<file path="config.mk">
export PLATFORM = sky130hd
export DESIGN_NAME = coriolis_stream_sink
export DESIGN_NICKNAME = d
export VERILOG_FILES = /design/src/rtl/coriolis_sink_pkg.sv /design/src/rtl/coriolis_sink_fifo.sv /design/src/rtl/coriolis_stream_sink.sv
export SDC_FILE = /design/constraint.sdc
export NUM_CORES = 1
export LEC_CHECK = 0
export ABC_CLOCK_PERIOD_IN_PS = 6100
export CAP_MARGIN = 0
export CORE_MARGIN = 2
export CORE_UTILIZATION = 60
export DETAILED_ROUTE_END_ITERATION = 8
export GPL_TIMING_DRIVEN = 1
export PLACE_DENSITY = 0.77
export SLEW_MARGIN = 40
export SYNTH_ARGS = -nofsm -noshare
export SYNTH_HDL_FRONTEND = slang
export SYNTH_SLANG_ARGS = --single-unit
</file>
<file path="constraint.sdc">
create_clock -name clk -period 6.1 [get_ports clk]
set_clock_uncertainty 0.2 [all_clocks]
set_input_delay 0.915 -clock clk [delete_from_list [all_inputs] [get_ports clk]]
set_output_delay 0.915 -clock clk [all_outputs]
set_load 0.02 [all_outputs]
</file>
<file path="src/rtl/coriolis_sink_pkg.sv">
// Shared encodings and the FloPoCo -> IEEE-754 single-precision conversion
// used by the stream sink.
package coriolis_sink_pkg;

    typedef enum logic [1:0] {
        EXC_ZERO   = 2'b00,
        EXC_NORMAL = 2'b01,
        EXC_INF    = 2'b10,
        EXC_NAN    = 2'b11
    } fpc_exc_e;

    localparam logic [31:0] IEEE_QNAN    = 32'h7FC0_0000;
    localparam logic [7:0]  IEEE_EXP_MAX = 8'hFF;

    // Signed zero and infinity keep the FloPoCo sign; NaN is always the canonical quiet NaN.
    function automatic logic [31:0] fpc2ieee(input logic [33:0] w);
        logic [31:0] r;
        case (fpc_exc_e'(w[33:32]))
            EXC_ZERO:   r = {w[31], 31'b0};
            EXC_NORMAL: r = w[31:0];
            EXC_INF:    r = {w[31], IEEE_EXP_MAX, 23'b0};
            default:    r = IEEE_QNAN;
        endcase
        return r;
    endfunction

endpackage

</file>
<file path="src/rtl/coriolis_sink_fifo.sv">
// Synchronous FIFO with occupancy level; head word is visible combinationally
// on rdata whenever the FIFO is non-empty.
module coriolis_sink_fifo #(
    parameter int DEPTH = 16,
    parameter int WIDTH = 32
) (
    input  logic                       clk,
    input  logic                       rst,
    input  logic                       push,
    input  logic [WIDTH-1:0]           wdata,
    input  logic                       pop,
    output logic [WIDTH-1:0]           rdata,
    output logic                       full,
    output logic                       empty,
    output logic [$clog2(DEPTH):0]     level
);

    localparam int AW = $clog2(DEPTH);
    localparam logic [AW:0] FULL_LVL = (AW+1)'(DEPTH);

    logic [WIDTH-1:0] mem [DEPTH];
    logic [AW-1:0]    wr_ptr;
    logic [AW-1:0]    rd_ptr;

    always_ff @(posedge clk) begin
        if (push) begin
            mem[wr_ptr] <= wdata;
        end
    end

    // Pointers are exactly AW bits wide, so they wrap on their own.
    always_ff @(posedge clk or posedge rst) begin
        if (rst) begin
            wr_ptr <= '0;
            rd_ptr <= '0;
            level  <= '0;
        end else begin
            if (push) wr_ptr <= wr_ptr + 1'b1;
            if (pop)  rd_ptr <= rd_ptr + 1'b1;
            case ({push, pop})
                2'b10:   level <= level + 1'b1;
                2'b01:   level <= level - 1'b1;
                default: level <= level;
            endcase
        end
    end

    assign rdata = mem[rd_ptr];
    assign full  = (level == FULL_LVL);
    assign empty = (level == '0);

endmodule

</file>
<file path="src/rtl/coriolis_stream_sink.sv">
// Terminal sink for a FloPoCo map-node stream: converts to IEEE-754, buffers,
// and presents words on a first-word-fall-through output register.
module coriolis_stream_sink
    import coriolis_sink_pkg::*;
#(
    parameter int STREAMW = 34,
    parameter int DEPTH   = 16,
    parameter int SLACK   = 4,
    parameter int NELEM   = 1024,
    parameter int CNTW    = 32
) (
    input  logic               clk,
    input  logic               rst,
    input  logic               ivalid,
    input  logic [STREAMW-1:0] in1_s0,
    output logic               iready,
    output logic               ovalid,
    output logic [31:0]        out1_s0,
    input  logic               oready,
    output logic [CNTW-1:0]    count,
    output logic               done,
    output logic               overflow
);

    localparam int LW = $clog2(DEPTH) + 1;
    localparam logic [LW-1:0]   IREADY_MAX = LW'(DEPTH - SLACK);
    localparam logic [CNTW-1:0] NELEM_C    = CNTW'(NELEM);

    logic [31:0]   wdata;
    logic [31:0]   rdata;
    logic          full;
    logic          empty;
    logic          push;
    logic          pop;
    logic          xfer;
    logic [LW-1:0] level;
    logic [LW-1:0] level_next;

    assign wdata = fpc2ieee(in1_s0);
    assign xfer  = ovalid & oready;
    // Pop requires a stored word, so a push into an empty FIFO is never bypassed.
    assign pop   = !empty && (!ovalid || oready);
    assign push  = ivalid && (!full || pop);
    assign level_next = level + LW'(push) - LW'(pop);

    coriolis_sink_fifo #(
        .DEPTH (DEPTH),
        .WIDTH (32)
    ) u_fifo (
        .clk   (clk),
        .rst   (rst),
        .push  (push),
        .wdata (wdata),
        .pop   (pop),
        .rdata (rdata),
        .full  (full),
        .empty (empty),
        .level (level)
    );

    always_ff @(posedge clk or posedge rst) begin
        if (rst) begin
            iready <= 1'b0;
        end else begin
            iready <= (level_next <= IREADY_MAX);
        end
    end

    always_ff @(posedge clk or posedge rst) begin
        if (rst) begin
            ovalid  <= 1'b0;
            out1_s0 <= '0;
        end else if (pop) begin
            ovalid  <= 1'b1;
            out1_s0 <= rdata;
        end else if (oready) begin
            ovalid  <= 1'b0;
        end
    end

    always_ff @(posedge clk or posedge rst) begin
        if (rst) begin
            count    <= '0;
            done     <= 1'b0;
            overflow <= 1'b0;
        end else begin
            if (xfer && (count < NELEM_C)) begin
                count <= count + 1'b1;
                if (count == NELEM_C - 1'b1) begin
                    done <= 1'b1;
                end
            end
            if (ivalid && full && !pop) begin
                overflow <= 1'b1;
            end
        end
    end

endmodule

</file>
==> results_dict.tcl, run 1 <==
set metrics [dict create \
    synth_ff_type "edfxtp_1" \
    timing.final.crit_period_ps 4090 \
    vdd_drop_max_uv 303 \
    ioPinCount 106 \
    met2_length_mm 24.8 \
    fin_nets 1383 \
    timing.rr.end "u_fifo.level[4]$_DFFE_PP0P_" \
    reg2reg_depth 12 \
    setup_viol 0 \
    antenna_found_initial 0 \
    core_area_sq_um 38600 \
    synth.distinct_cells 53 \
    grt_first_pass_wirelength_mm 74.2 \
    cts_tree "done" \
    start_util_pct 60.7 \
    routed.top_layer "met4" \
    worstSetupPathType "in2reg" \
    fin_crit_sh_pct 67.1 \
    drt_iter0_drc 1081 \
    drc 0 \
    cts-root-buf "clkbuf_16" \
    synth-compound-area-share_pct 4.71 \
    crit_chain "clkdlybuf4s50_1 > nor2b_1 > or2_1 > buf_4 > inv_2 > ha_1 > fa_1 > a21o_1 > a21oi_1 > mux2i_1 > xnor2_1" \
    async_flop_share_pct 13.7 \
    regToRegStartpoint "u_fifo.level[2]$_DFFE_PP0P_" \
    pwr_density_cell_nw_per_um2 462 \
    synth.avg_cell_area_sq_um 19.4 \
    syn_inst 1209 \
    wl_per_cell_microns 25.9 \
    clk_pin_slew_ps 60 \
    setup.worst_path.start_class "primary input" \
    synthSimpleGateAreaFrac_pct 4.23 \
    rsz0062_at_grt "false" \
    crit_arrival_ps 4410 \
    gr-total-overflow 0 \
    vias 11700 \
    rows 72 \
    crit_slowest_cell "nor2b_1" \
    cts_buffers 56 \
    leakage_uw 0.00939 \
    cts_hold_buffers 0 \
    die-area_sq_um 40600 \
    dp_hpwl_mm 28.5 \
    layout-drive-gt1-share_pct 21.3 \
    portBuffers 105 \
    cts.repair.resized 0 \
    yosys-mux-area-fraction_pct 12.4 \
    grt_max_degree 43 \
    die_h_microns 202 \
    hold_viol 0 \
    drt_first_pass_iters 5 \
    end_kind "register" \
    worst-r2r-setup-slack_ps 2230 \
    drv_cap 0 \
    setup-tns-final_ps 0 \
    cp_slowest_stage_delay_ps 500 \
    htree_num_levels 2 \
    max_slew_margin_pct 46.3 \
    synth_edf_count 512 \
    yosysWarnings 0 \
    wl_met1_mm 19.6 \
    cp-endpoint "u_fifo.level[4]$_DFFE_PP0P_" \
    required_ps 6420 \
    synth-adder-area-share_pct 0.972 \
    ys_seq_area_share_pct 74.3 \
    synth_nets 1264 \
    hold_path_class "reg2reg" \
    wl_met3_mm 3.57 \
    clock_latency_ps 590 \
    final_cell_mix "edfxtp_1, clkdlybuf4s50_1, mux2i_1, mux4_2, dfrtp_1" \
    ys_ff_latch 593 \
    post_cts.repair.setup_buffers 0 \
    clock_path_buffers 3 \
    synth_xor_area_share_pct 0.823 \
    cp_max_fo 26 \
    outcome "finished, final reports clean" \
    num_antenna_cells 0 \
    track_usage_pct 24.7 \
    totalPowerFinal_uw 12500 \
    cp-startpoint "oready" \
    tightest_slew_ps 802 \
    synth_top_family_by_area "multiplexers" \
    die_w_microns 202 \
    gp_congestion 0.794 \
    final_common_cell "edfxtp_1" \
    cts.sinks 593 \
    fmax_ghz 0.244 \
    wirelength_mm 49.1 \
    mappedNetlistArea_sq_um 23400 \
    vias_per_cell 6.20 \
    area_growth_pct 15.6 \
    finalMaxSlewViolations 0 \
    grt_pass1_vias 12100 \
    ant_nets 0 \
]
==> metal layers <==
layer	vias to the layer above	global-route usage, %
met5	-	0
met4	0	8.01
met3	92	4.11
met2	483	41.0
met1	6091	34.0
li1	5059	-
==> area by class of cell <==
class	instances	area [sq um]
Sequential cell	593	17400
Fill cell	2364	11500
Multi-Input combinational cell	515	5530
Timing Repair Buffer	145	1460
Clock buffer	59	1430
Tap cell	518	648
Clock inverter	45	536
Inverter	17	66.3
==> sequential cells by signal, summed over array words and instances, names as in the netlist <==
signal,count
count,32
done,1
iready,1
out1_s0,32
ovalid,1
overflow,1
u_fifo.level,5
u_fifo.mem,512
u_fifo.rd_ptr,4
u_fifo.wr_ptr,4
==> per-stage QoR <==
stage          hold WS (ps)  instances  setup WS [ps]  util (%)  cell area, sq um
2_1_floorplan           307       1209           1050         -             23400
3_3_place_gp            185       1780           1610      64.7             24900
3_5_place_dp            190       1786           1520      65.0             25100
4_1_cts                 203       1890           2110      70.1             27000
5_1_grt                 215       1892           1800      70.2             27100
6_report                200       1892           2010      70.2             27100
==> how the worst min path moves through the flow <==
| stage | from | end | cells past startpoint | slack [ps] |
|---|---|---|---|---|
| floorplan | u_fifo.level[2]$_DFFE_PP0P_ | u_fifo.level[2]$_DFFE_PP0P_ | 2 | 310 |
| global placement | count[24]$_DFFE_PP0P_ | count[24]$_DFFE_PP0P_ | 0 | 190 |
| detailed placement | count[20]$_DFFE_PP0P_ | count[20]$_DFFE_PP0P_ | 0 | 190 |
| CTS | count[20]$_DFFE_PP0P_ | count[20]$_DFFE_PP0P_ | 0 | 200 |
| global route | count[14]$_DFFE_PP0P_ | count[14]$_DFFE_PP0P_ | 0 | 210 |
| finish | count[20]$_DFFE_PP0P_ | count[20]$_DFFE_PP0P_ | 0 | 200 |
==> cells in the mapped netlist, drive strengths merged, types with 17 or more instances <==
library cell / instances / area [sq um]
a21o: 21 / 158
a21oi: 26 / 130
a22oi: 44 / 330
and2: 28 / 175
buf: 54 / 424
clkbuf: 30 / 113
dfrtp: 81 / 2030
edfxtp: 512 / 15400
mux2i: 99 / 991
mux4: 84 / 1890
nand2: 17 / 63.8
nor2: 29 / 109
nor3: 32 / 270
o22ai: 32 / 325
==> report_power, final <==
part           total, uW  switching, uW  internal, uW
clock               3690           1470          2210
sequential          5320            381          4930
combinational       3510           1910          1600
==> logic make-up after synthesis <==
family / after synthesis
AND/OR/NAND/NOR: 147
XOR/XNOR: 22
adder cells (fa/ha/maj): 17
multiplexers: 185
flip-flops: 593
AO/OA/AOI/OAI: 144
buffers and inverters: 101
==> worst max-delay path, delay by kind of cell <==
kind / cells / cell delay (ps)
mux: 1 / 240
fa+ha+maj: 2 / 850
compound gates: 2 / 410
buf+inv: 3 / 1150
simple gates: 2 / 690
xor+xnor: 1 / 130
(Power assumes the default switching activity.)
==> run 2: changes to the inputs <==
--- a/config.mk
+++ b/config.mk
@@ -5,7 +5,7 @@
 export SDC_FILE = /design/constraint.sdc
 export NUM_CORES = 1
 export LEC_CHECK = 0
-export ABC_CLOCK_PERIOD_IN_PS = 6100
+export ABC_CLOCK_PERIOD_IN_PS = 4000
 export CAP_MARGIN = 0
 export CORE_MARGIN = 2
 export CORE_UTILIZATION = 60
==> constraint.sdc (replaced) <==
create_clock -name clk -period 4 [get_ports clk]
set_clock_uncertainty 0.2 [all_clocks]
set_input_delay 0.6 -clock clk [delete_from_list [all_inputs] [get_ports clk]]
set_output_delay 0.6 -clock clk [all_outputs]
set_load 0.02 [all_outputs]
==> run 2 against run 1 <==
  * Global-route usage about the same
  * Routed wire length is 0.32% higher
  * Cell area fell by 0.44%
==> results_dict.tcl, run 2 (synthesis gave the netlist of run 1 again) <==
set metrics [dict create \
    antenna_found_initial 1 \
    area_growth_pct 15.1 \
    fmax_ghz 0.316 \
    start_util_pct 60.7 \
    dp_hpwl_mm 28.1 \
    gr-total-overflow 0 \
    cp_max_fo 8 \
    clock_path_buffers 3 \
    final_cell_count_no_fill 1896 \
    totalPowerFinal_uw 18700 \
    regArea_sq_um 17400 \
    p_clk_share_pct 27.9 \
    required_ps 4250 \
    finalMaxSlewViolations 0 \
    grt_use_met3_pct 3.76 \
    grt_max_degree 76 \
    rows 72 \
    grt_pass1_vias 12000 \
    grt_first_pass_wirelength_mm 73.8 \
    worstSetupPathType "reg2reg" \
    largest_reg_flops 512 \
    tightest_slew_ps 840 \
    pwr-share-comb_pct 28.5 \
    crit_slowest_cell "dfrtp_1" \
    hold_path_class "reg2reg" \
    use_met1_pct 34.5 \
    die_h_microns 202 \
    gp_congestion 0.778 \
    outcome "finished, final reports clean" \
    setup-tns-final_ps 0 \
    wl_per_cell_microns 26.0 \
    cts_tree "done" \
    seq_power_share_pct 43.6 \
    fin_nets 1385 \
    rsz0062_at_grt "false" \
    setup.worst_path.start_class "register" \
    crit_family "compound AO/OA/AOI/OAI gates" \
    cts_hold_buffers 0 \
    fin_crit_sh_pct 79.0 \
    htree_num_levels 2 \
    grt_util_met2_pct 40.8 \
    vias_per_cell 6.19 \
    ioPinCount 106 \
    num_antenna_cells 0 \
    cts.sinks 593 \
    vdd_drop_max_uv 511 \
    crit_chain "inv_1 > ha_1 > nor3b_1 > a31o_2 > clkinv_1 > ha_1 > inv_1 > fa_1 > nor2b_1 > o21bai_1 > a21oi_1 > a311oi_1" \
    utilization_pct 69.9 \
    drc 0 \
    timing.final.crit_period_ps 3160 \
    layout_setup_ws_ps 840 \
    post_cts.repair.setup_buffers 0 \
    final_common_cell "edfxtp_1" \
    reg.largest.list "u_fifo.mem: 512 flops, count: 32 flops, out1_s0: 32 flops" \
    cts-root-buf "clkbuf_16" \
    ant_nets 0 \
    power_switching_uw 5730 \
    leakage_uw 0.00934 \
    clock_latency_ps 600 \
    track_usage_pct 24.7 \
    dp.cells 1790 \
    wirelength_mm 49.2 \
    vias 11700 \
    drv_cap 0 \
    end_kind "register" \
    top_usage_layer "met2" \
    pwr_density_cell_nw_per_um2 694 \
    hold_viol 0 \
    setup_viol 0 \
    drt_iter0_drc 1229 \
    cp_slowest_stage_delay_ps 430 \
    core_area_sq_um 38600 \
    final_cell_mix "edfxtp_1, clkdlybuf4s50_1, mux2i_1, mux4_2, dfrtp_1" \
    drt_first_pass_iters 5 \
    layout-drive-gt1-share_pct 20.9 \
    cts.repair.resized 0 \
    die-area_sq_um 40600 \
    clk_pin_slew_ps 60 \
    swShare_pct 30.6 \
    multi_input_area_sq_um 5540 \
    place_ws_ps 320 \
    portBuffers 105 \
    fill_cells 2335 \
    p_int_uw 13000 \
    critPathBufInv 3 \
    largest-register "u_fifo.mem" \
    cts_buffers 56 \
    max_slew_margin_pct 43.9 \
    die_w_microns 202 \
    crit_arrival_ps 3410 \
]
[run 2: cell count changes in the layout (fill, tap and decap cells not counted), sizes merged]
cell	change
clkbuf	+13
clkinvlp	-3
clkinv	-2
inv	-1
buf	+3
bufinv	-6
[run 2: path summary, 6_finish.rpt]
check	depth (start not counted)	start	to	slack (ps)
worst max-delay path	12	u_fifo.level[3]$_DFFE_PP0P_	iready$_DFF_PP0_	840
worst min-delay path	0	count[18]$_DFFE_PP0P_	count[18]$_DFFE_PP0P_	200
worst max register to register	12	u_fifo.level[3]$_DFFE_PP0P_	iready$_DFF_PP0_	840
worst min register to register	0	count[18]$_DFFE_PP0P_	count[18]$_DFFE_PP0P_	200
max in group asynchronous	3	rst	count[30]$_DFFE_PP0P_	2750
min in group asynchronous	2	rst	out1_s0[24]$_DFFE_PP0P_	310
[run 2: layer usage]
layer / vias to the layer above / share of wire (%) / routed length (microns)
met4: 0 / 2.5 / 1210
li1: 5051 / - / -
met5: - / 0 / 0
met3: 90 / 7.5 / 3670
met2: 487 / 50 / 24800
met1: 6099 / 40 / 19600
[run 2: stage by stage]
stage | area [sq um] | hold WS, ps
detailed placement | 25100 | 189
finish | 27000 | 199
global placement | 25100 | 185
floorplan | 23400 | 307
global route | 27000 | 223
CTS | 27000 | 203
[run 2: power by group through the flow]
stage,clock (uW),sequential [uW],combinational (uW)
2_1_floorplan,0,8150,3820
3_3_place_gp,0,8320,5090
3_5_place_dp,0,8280,5320
4_1_cts,5300,8170,5380
5_1_grt,5560,8250,5680
6_report,5230,8160,5330
[run 2: layout make-up]
| cell class | count | share of cell area (%) |
|---|---|---|
| Clock buffer | 73 | 5.55 |
| Clock inverter | 33 | 1.18 |
| Inverter | 17 | 0.265 |
| Multi-Input combinational cell | 515 | 20.5 |
| Sequential cell | 593 | 64.6 |
| Tap cell | 518 | 2.40 |
| Timing Repair Buffer | 147 | 5.49 |
==> run 3: changes to the inputs <==
--- a/config.mk
+++ b/config.mk
@@ -5,7 +5,7 @@
 export SDC_FILE = /design/constraint.sdc
 export NUM_CORES = 1
 export LEC_CHECK = 0
-export ABC_CLOCK_PERIOD_IN_PS = 4000
+export ABC_CLOCK_PERIOD_IN_PS = 3250
 export CAP_MARGIN = 0
 export CORE_MARGIN = 2
 export CORE_UTILIZATION = 60
==> constraint.sdc (replaced) <==
create_clock -name clk -period 3.25 [get_ports clk]
set_clock_uncertainty 0.2 [all_clocks]
set_input_delay 0.4875 -clock clk [delete_from_list [all_inputs] [get_ports clk]]
set_output_delay 0.4875 -clock clk [all_outputs]
set_load 0.02 [all_outputs]
==> run 3 against run 2 <==
  * Non-clock buffer count grew 11
  * Global-route usage is essentially flat
  * Via count grew 0.10%
  * Total power grew 24%
  * Clock-buffer cell count grew 4
  * Die area is the same
  * Hold slack lost 140 ps
  * Clock power grew 26%
==> results_dict.tcl, run 3 (synthesis gave the netlist of run 1 again) <==
set metrics [dict create \
    cts.repair.resized 0 \
    finalMaxSlewViolations 0 \
    htree_num_levels 2 \
    drv_cap 0 \
    cts_tree "done" \
    core_area_sq_um 38600 \
    reg.largest.list "u_fifo.mem: 512 flops, count: 32 flops, out1_s0: 32 flops" \
    crit_arrival_ps 3340 \
    fin_crit_sh_pct 93.0 \
    die-area_sq_um 40600 \
    final_area_sq_um 27300 \
    worstSetupPathType "reg2reg" \
    die_w_microns 202 \
    setup_viol 0 \
    cts.sinks 593 \
    fill_cells 2322 \
    wirelength_mm 48.7 \
    pwr_density_cell_nw_per_um2 853 \
    final_cell_mix "edfxtp_1, clkdlybuf4s50_1, mux2i_1, mux4_2, dfrtp_1" \
    cp-startpoint "u_fifo.level[3]$_DFFE_PP0P_" \
    grt_pass1_vias 12200 \
    layout-drive-gt1-share_pct 21.6 \
    ioPinCount 106 \
    outcome "finished, final reports clean" \
    drc 0 \
    track_usage_pct 24.6 \
    fin_nets 1397 \
    fmax_ghz 0.331 \
    required_ps 3570 \
    setup.worst_path.start_class "register" \
    portBuffers 105 \
    post_cts.repair.setup_buffers 0 \
    whs_ps 63.7 \
    vdd_drop_max_uv 589 \
    area_growth_pct 16.4 \
    drt_iter0_drc 1089 \
    vias 11700 \
    gr-total-overflow 0 \
    dp.cells 1801 \
    cp_max_fo 6 \
    cts_buffers 57 \
    grt_max_degree 58 \
    num_antenna_cells 0 \
    met2_length_mm 24.3 \
    gp_congestion 0.790 \
    postPlaceCellArea_sq_um 25400 \
    clock_path_buffers 3 \
    cts-root-buf "clkbuf_16" \
    reg2reg_depth 11 \
    die_h_microns 202 \
    rows 72 \
    wl_met3_mm 3.62 \
    worst-r2r-setup-slack_ps 230 \
    max_slew_margin_pct 51.2 \
    drt_first_pass_iters 5 \
    place_ws_ps 70.7 \
    rsz0062_at_grt "false" \
    largest-register "u_fifo.mem" \
    dp_hpwl_mm 27.2 \
    timing.rr.end "u_fifo.level[4]$_DFFE_PP0P_" \
    cp-endpoint "u_fifo.level[4]$_DFFE_PP0P_" \
    largest_reg_flops 512 \
    start_util_pct 60.7 \
    wl_per_cell_microns 25.5 \
    end_kind "register" \
    routed.top_layer "met4" \
    timing.final.crit_period_ps 3020 \
    final_common_cell "edfxtp_1" \
    clock_latency_ps 620 \
    cts_hold_buffers 0 \
    hold_viol 0 \
    tightest_slew_ps 732 \
    clk_pin_slew_ps 60 \
    setup-tns-final_ps 0 \
    leakage_uw 0.00944 \
    layout_setup_ws_ps 226 \
    grt_first_pass_wirelength_mm 74.6 \
    final_cell_count_no_fill 1908 \
    vias_per_cell 6.15 \
    ant_nets 0 \
    hold_path_class "in2async" \
    antenna_found_initial 0 \
    regToRegStartpoint "u_fifo.level[3]$_DFFE_PP0P_" \
    wl_met1_mm 20.0 \
]
-- run 3: changes by cell type in the layout (fill, tap and decap cells not counted), moves of 3 or more --
cell and delta:
clkinv_8 +3, nor3_4 -4, buf_12 +11, clkinv_1 -4, clkbuf_1 +3, nor3_2 +4, nor4_2 -4, nor4_4 +4
-- run 3: layout make-up --
type                       count  area, sq um  share of cell area [%]
timing repair buffer         158         1700                    6.23
sequential                   593        17400                    63.9
inverter                      17         66.3                   0.243
clock buffer                  77         1520                    5.58
multi-input combinational    515         5540                    20.3
tap                          518          648                    2.38
clock inverter                30          360                    1.32
-- run 3: where the power goes --
part | internal [uW] | switching [uW] | leakage (uW) | total, uW
Clock | 3850 | 2760 | 0.000915 | 6610
Sequential | 9260 | 793 | 0.00568 | 10100
Combinational | 3090 | 3500 | 0.00284 | 6600
-- run 3: critical path: stages (launching register included) --
cell and delay (ps):
dfrtp_1 420, inv_1 100, ha_1 160, nor4b_4 330, or2_1 200, inv_2 40
ha_1 260, fa_1 440, a21o_1 200, a21oi_1 190, mux2i_1 250, xnor2_1 140
-- run 3: per-layer routing --
metal  vias to the layer above  track usage (%)
li1                       5097                -
met1                      6102             35.0
met2                       485             40.3
met3                        55             4.26
met4                         0             6.38
met5                         -                0
-- run 3: worst min-delay path by stage --
stage	start	endpoint	cells after the start
6_report	rst	out1_s0[13]$_DFFE_PP0P_	2
3_3_place_gp	count[31]$_DFFE_PP0P_	count[31]$_DFFE_PP0P_	0
2_1_floorplan	u_fifo.level[2]$_DFFE_PP0P_	u_fifo.level[2]$_DFFE_PP0P_	2
3_5_place_dp	count[31]$_DFFE_PP0P_	count[31]$_DFFE_PP0P_	0
5_1_grt	rst	count[19]$_DFFE_PP0P_	2
4_1_cts	rst	count[20]$_DFFE_PP0P_	2
-- run 3: through the flow --
step,total power (uW),utilization [%]
final,23300,70.7
after global routing,24200,70.7
after CTS,23400,70.7
after detailed placement,16800,65.8
after global placement,16600,65.8
after floorplan,14700,-
